`src/rtl/lzx_74hc259_dual.sv`:
```
`default_nettype none
// ============================================================================
//  Module   : lzx_74hc259_dual
//  Purpose  : Dual clocked 1-to-4 addressable latch / demultiplexer with an
//             optional auto-scan address counter for de-serialising a muxed
//             stream back into parallel bits.
//  Revision : 1.0 - initial release
// ============================================================================
module lzx_74hc259_dual #(
  parameter bit AUTO_WRAP = 1'b1
) (
  input  logic       clk,
  input  logic       rst_n,
  input  logic       E1_n,
  input  logic       E2_n,
  input  logic [1:0] mode,
  input  logic       auto,
  input  logic       restart,
  input  logic [1:0] S,
  input  logic       D1,
  input  logic       D2,
  input  logic       in_valid,
  output logic       in_ready,
  output logic [3:0] Q1,
  output logic [3:0] Q2,
  output logic [1:0] scan_addr,
  output logic       frame_done
);

  localparam logic [1:0] c_MODE_LATCH = 2'b00;
  localparam logic [1:0] c_MODE_DEMUX = 2'b01;
  localparam logic [1:0] c_MODE_HOLD  = 2'b10;
  localparam logic [1:0] c_MODE_CLEAR = 2'b11;
  localparam logic [1:0] c_LAST_ADDR  = 2'd3;

  logic [1:0] r_scan_addr;
  logic       r_stopped;
  logic       r_frame_done;
  logic [3:0] r_q [2];

  logic       w_in_ready;
  logic       w_accept;
  logic [1:0] w_addr;
  logic       w_any_enabled;
  logic       w_advance;
  logic       w_en_n [2];
  logic       w_d    [2];

  // Handshake, effective address and counter-advance qualification
  always_comb begin
    w_in_ready    = ~r_stopped & (mode != c_MODE_HOLD);
    w_accept      = in_valid & w_in_ready;
    w_addr        = auto ? r_scan_addr : S;
    w_any_enabled = ~E1_n | ~E2_n;
    // Only data-carrying modes (latch/demux) step the scan through a frame
    w_advance     = w_accept & auto & w_any_enabled &
                    ((mode == c_MODE_LATCH) | (mode == c_MODE_DEMUX));
  end

  // Map per-section inputs onto arrays so both sections share one body
  always_comb begin
    w_en_n[0] = E1_n;
    w_en_n[1] = E2_n;
    w_d[0]    = D1;
    w_d[1]    = D2;
  end

  generate
    for (genvar gi = 0; gi < 2; gi++) begin : g_section
      logic [3:0] w_q_next;

      // Next value of this section's outputs for an accepted write
      always_comb begin
        w_q_next = r_q[gi];
        case (mode)
          c_MODE_LATCH: w_q_next[w_addr] = w_d[gi];
          c_MODE_DEMUX: w_q_next = {4{w_d[gi]}} & (4'b0001 << w_addr);
          c_MODE_CLEAR: w_q_next = 4'b0000;
          default:      w_q_next = r_q[gi];
        endcase
      end

      // Output register: updates only on an accepted write to an enabled section
      always_ff @(posedge clk or negedge rst_n) begin
        if (!rst_n) begin
          r_q[gi] <= 4'b0000;
        end else if (w_accept && !w_en_n[gi]) begin
          r_q[gi] <= w_q_next;
        end
      end
    end
  endgenerate

  // Scan counter and stop flag; restart wins over an advance in the same cycle
  always_ff @(posedge clk or negedge rst_n) begin
    if (!rst_n) begin
      r_scan_addr <= 2'd0;
      r_stopped   <= 1'b0;
    end else if (restart) begin
      r_scan_addr <= 2'd0;
      r_stopped   <= 1'b0;
    end else if (w_advance) begin
      if (r_scan_addr == c_LAST_ADDR) begin
        if (AUTO_WRAP) begin
          r_scan_addr <= 2'd0;
        end else begin
          r_stopped <= 1'b1;
        end
      end else begin
        r_scan_addr <= r_scan_addr + 2'd1;
      end
    end
  end

  // One-cycle end-of-frame pulse after the write to the last address
  always_ff @(posedge clk or negedge rst_n) begin
    if (!rst_n) begin
      r_frame_done <= 1'b0;
    end else begin
      r_frame_done <= w_advance && (r_scan_addr == c_LAST_ADDR);
    end
  end

  assign in_ready   = w_in_ready;
  assign Q1         = r_q[0];
  assign Q2         = r_q[1];
  assign scan_addr  = r_scan_addr;
  assign frame_done = r_frame_done;

endmodule
`default_nettype wire

```
`config.mk`:
```
export PLATFORM = sky130hd
export DESIGN_NAME = lzx_74hc259_dual
export DESIGN_NICKNAME = d
export VERILOG_FILES = /design/src/rtl/lzx_74hc259_dual.sv
export SDC_FILE = /design/constraint.sdc
export NUM_CORES = 1
export LEC_CHECK = 0
export BUFFER_PORTS_ARGS = -buffer_cell sky130_fd_sc_hd__buf_2
export CORE_UTILIZATION = 46
export CTS_CLUSTER_SIZE = 30
export DETAILED_ROUTE_END_ITERATION = 10
export GPL_TIMING_DRIVEN = 0
export PLACE_DENSITY = 0.76
export REMOVE_ABC_BUFFERS = 1
export SLEW_MARGIN = 15
export SYNTH_ARGS = -nofsm -noshare
export SYNTH_HDL_FRONTEND = slang
export SYNTH_SLANG_ARGS = --single-unit
```
`constraint.sdc`:
```
create_clock -name clk -period 1.5 [get_ports clk]
set_input_delay 0.075 -clock clk [delete_from_list [all_inputs] [get_ports clk]]
set_output_delay 0.075 -clock clk [all_outputs]
set_load 0.02 [all_outputs]
```
# [Yosys cells after proc, flatten, opt, wreduce, memory -nomap -nowiden]
# Index checks and enable logic that the tools add are counted.
[totals] regBits=11 inputBits=13 output_inout_bits=12 wordCells=43
[op_classes] addsub=1 magnitude_cmp=2 n_eq_ne=4 n_shift=1 mux=10 bitwise_logic=10 n_reduce_logical=11
[ops] cell="4-bit case mux with 3 select lines" n=2
[ops] cell="4-bit bitwise AND" n=2
[ops] cell="4-bit bitwise mux" n=2
[ops] cell="2-bit 2-to-1 mux" n=4
[ops] cell="1-bit bitwise AND" n=4
[ops] cell="2-bit == test, second input constant" n=2
[ops] cell="1-bit logical AND" n=4
[ops] cell="2-bit AND reduction" n=2
[ops] cell="1-bit by 2-bit << shifter with 4-bit output, first input constant" n=1
[ops] cell="2-bit by 3-bit < comparator with 1-bit output, second input constant" n=1
[ops] cell="3-bit nonzero test" n=1
[ops] cell="2-bit by 1-bit adder with 2-bit output, second input constant" n=1
[ops] cell="1-bit demux with 2-bit select" n=1
[ops] cell="2-bit by 1-bit == test with 1-bit output, second input constant" n=1
[ops] cell="2-bit by 1-bit greater-or-equal comparator with 1-bit output, second input constant" n=1
[ops] cell="1-bit logical NOT" n=2
[ops] cell="2-bit logical NOT" n=1
[ops] cell="2-bit inequality test, second input constant" n=1
[ops] cell="1-bit inverter" n=2
[ops] cell="1-bit bitwise OR" n=2
[ops] cell="2-bit nonzero test" n=1
[ops] cell="1-bit 2-to-1 mux" n=1

# [Logic depth before layout (Yosys ltp)]
[depth] word_depth=7 mapped_depth=4 ltp_nobuf=3

# [Worst setup path after synthesis]
# OpenSTA, ideal clock, no wires.
[synth_timing] path_kind="reg2reg" start="register r_scan_addr[0], in the netlist scan_addr[0]" end="register r_scan_addr[0], in the netlist scan_addr[0]" setup_ns=0.077 t_arrival_ns=1.326 required_ns=1.423 slack_ns=0.096 path_stages_with_launch=4 n_path_buf=0 period_less_slack_ns=1.404 cell_sequence="dfrtp_1 ha_1 or4_1 a21oi_1"
[synth_via] elab_chain_len=4 word_cells_on_any_way=5 classes_between="add/sub (1); eq/ne (1); mux (3)"
[synth_rtl] element="start: declaration" line="36" rtl="logic [1:0] r_scan_addr;"
[synth_rtl] element="start signal: assignment" line="110" rtl="r_scan_addr <= r_scan_addr + 2'd1;"
[synth_rtl] element="2-bit by 1-bit adder with 2-bit output / 2-bit == test (equally long branches)" line="110, 103"
[synth_rtl] element="2-bit 2-to-1 mux (*)" line="103" rtl="if (r_scan_addr == c_LAST_ADDR) begin"
[synth_rtl] element="2-bit 2-to-1 mux (*)" line="102" rtl="end else if (w_advance) begin"
[synth_rtl] element="2-bit 2-to-1 mux (*)" line="99" rtl="end else if (restart) begin"
# Every way passes the cells marked *; elsewhere a longest branch is shown, timed or not. The select of a mux whose other input is x is not followed.
# A chain may end at the register's enable or synchronous reset.

==> reports/qor.csv <==
metric;value;unit
drc;2;
status;finished, violations left;
grt_max_degree;12;
die_w;39.2;um
rows;13;
fin_setup_tns;0;ns
die_area;1540;um2
antenna_found_initial;0;
vias_per_cell;6.21;
p_total;855;uW
period_minus_slack;1.39;ns
drive_gt1_share;36.9;%
avgSynthCellArea;11.6;um2
crit_path_max_incr_delay;0.47;ns
clock.fmax;717;MHz
critPathArrivalTime;1.54;ns
ioPinCount;25;
final_cell_area;818;um2
cp_cell_sequence;and3b_1 -> or2_1 -> a221o_1;
hold_viol;0;
firstDrtPassIters;7;
start_kind;flip-flop;
post_cts_buffers;0;
tritoncts;yes;
layout.nets;99;
path_delay_family;simple AND/OR/NAND/NOR gates;
dpl-instance-area;772;um2
synth-seq-cells;11;
synth_warnings;0;
violations;design-rule violations;
grt_pass1_wl;2170;um
wirelength;1520;um
worstSetupPathType;reg -> reg;
clockRootBuffer;clkbuf_4;
vdd_drop_max;0.424;mV
grt-ovfl-total;0;
fin_worst_skew;0.00255;ns
synth_cell_types;20;
dp_hpwl;1100;um
drt_iter0_drc;24;
clockBufferDepth;2;
ys_seq_area_share;43.1;%
grt_pass1_vias;486;
final_cell_mix;24 x buf_2, 11 x dfrtp_1, 8 x nor4b_1, 8 x a221o_1;
dpl.cell_count;93;
clk_latency;0.27;ns
critPathMaxFanout;8;
stdcell_count;99;
end_kind;flip-flop;
tightestPinTransition;0.361;ns
cp.buffers_inverters;0;
hp-class;in -> reg;
track_usage;21.8;%
numCtsBuffers;3;
final-setup-viol-count;0;
p_leak;0.000367;uW
postRouteAntennaNets;0;
fillers;121;
syn_inst;55;
routedWlPerCell;15.4;um
initial_utilization;49.0;%
slew_headroom;75.9;%
syn_to_final_growth;28.2;%
die_h;39.2;um
antenna_cells;0;
rsz0062_at_grt;false;
clk_pin_slew;0.07;ns
port_buffers;24;
drv_slew;0;
powerDensity;1040;nW/um2
max_cap_viol_count;0;
required;1.65;ns
clkSinkCount;11;
gp_congestion;0.707;
layout_commonest_cell;buf_2;
design.core.area;1300;um2
cts_max_level;1;
period_share;92.9;%
via_count;615;
crit_slowest_cell;dfrtp_1;
syn-cell-area;638;um2
## through the flow
step                hold WS [ns]  utilization [%]  worst slack [ns]
global placement         -0.0524             59.3             0.127
global route               0.231             62.9            0.0505
detailed placement       -0.0458             59.3             0.124
finish                     0.192             62.9             0.106
CTS                        0.179             62.9             0.116
floorplan                 -0.221                -            0.0962
## report_power, final
part / switching [uW] / internal, uW
Clock: 97.7 / 103
Sequential: 41.1 / 347
Combinational: 143 / 124
Total: 281 / 573
## path summary, 6_finish.rpt
path | cells past startpoint | start | slack (ns) | end
setup / recovery | 3 | scan_addr[0] | 0.11 | flip-flop
hold / removal | 3 | E2_n | 0.19 | frame_done
setup reg to reg | 3 | scan_addr[0] | 0.11 | flip-flop
hold reg to reg | 1 | flip-flop | 0.54 | flip-flop
max in group asynchronous | 2 | rst_n | 1.09 | asynchronous set/reset pin
min in group asynchronous | 2 | rst_n | 0.21 | asynchronous set/reset pin
## layout make-up
class / instances / area [um2] / area share [%]
Timing Repair Buffer: 26 / 140 / 17.1
Tap cell: 15 / 18.8 / 2.29
Clock buffer: 4 / 26.3 / 3.21
Sequential cell: 11 / 275 / 33.6
Multi-Input combinational cell: 43 / 358 / 43.7
## worst register-to-register path, cell delays in order (launching register included)
cell	delay [ns]
dfrtp_1	0.47
and3b_1	0.24
or2_1	0.25
a221o_1	0.32
## layer usage
layer | global-route usage [%] | wire length (um)
met5 | 0 | 0
met4 | 10.3 | 10
met1 | 29.9 | 730
met2 | 31.7 | 718
met3 | 5.20 | 63
## synthesized netlist by cell type, drive strengths merged
master	instances	area share, %
a21oi	2	1.6
a221o	8	13
and2	1	0.98
and3	1	1.2
and3b	3	4.1
and4bb	2	3.9
buf	1	0.78
dfrtp	11	43
ha	1	2.0
nand2b	1	0.98
nand3b	3	3.5
nor3	1	0.78
nor3b	4	5.5
nor4b	8	11
o21ai	2	1.6
or2	4	3.9
or3b	1	1.4
or4	1	1.2
## cells by family after synthesis
family | count (synthesis) | share of synthesized area, %
AO/OA/AOI/OAI | 12 | 15.7
adder cells (fa/ha/maj) | 1 | 1.96
buffers and inverters | 1 | 0.784
flip-flops | 11 | 43.1
AND/OR/NAND/NOR | 30 | 38.4
## repair_timing
item / in CTS / in global routing
hold buffers: 2 / 0
gates resized for setup: 0 / 0
endpoints found under the hold margin: 13 / 0
No activity file was read; power rests on OpenSTA's default activity.
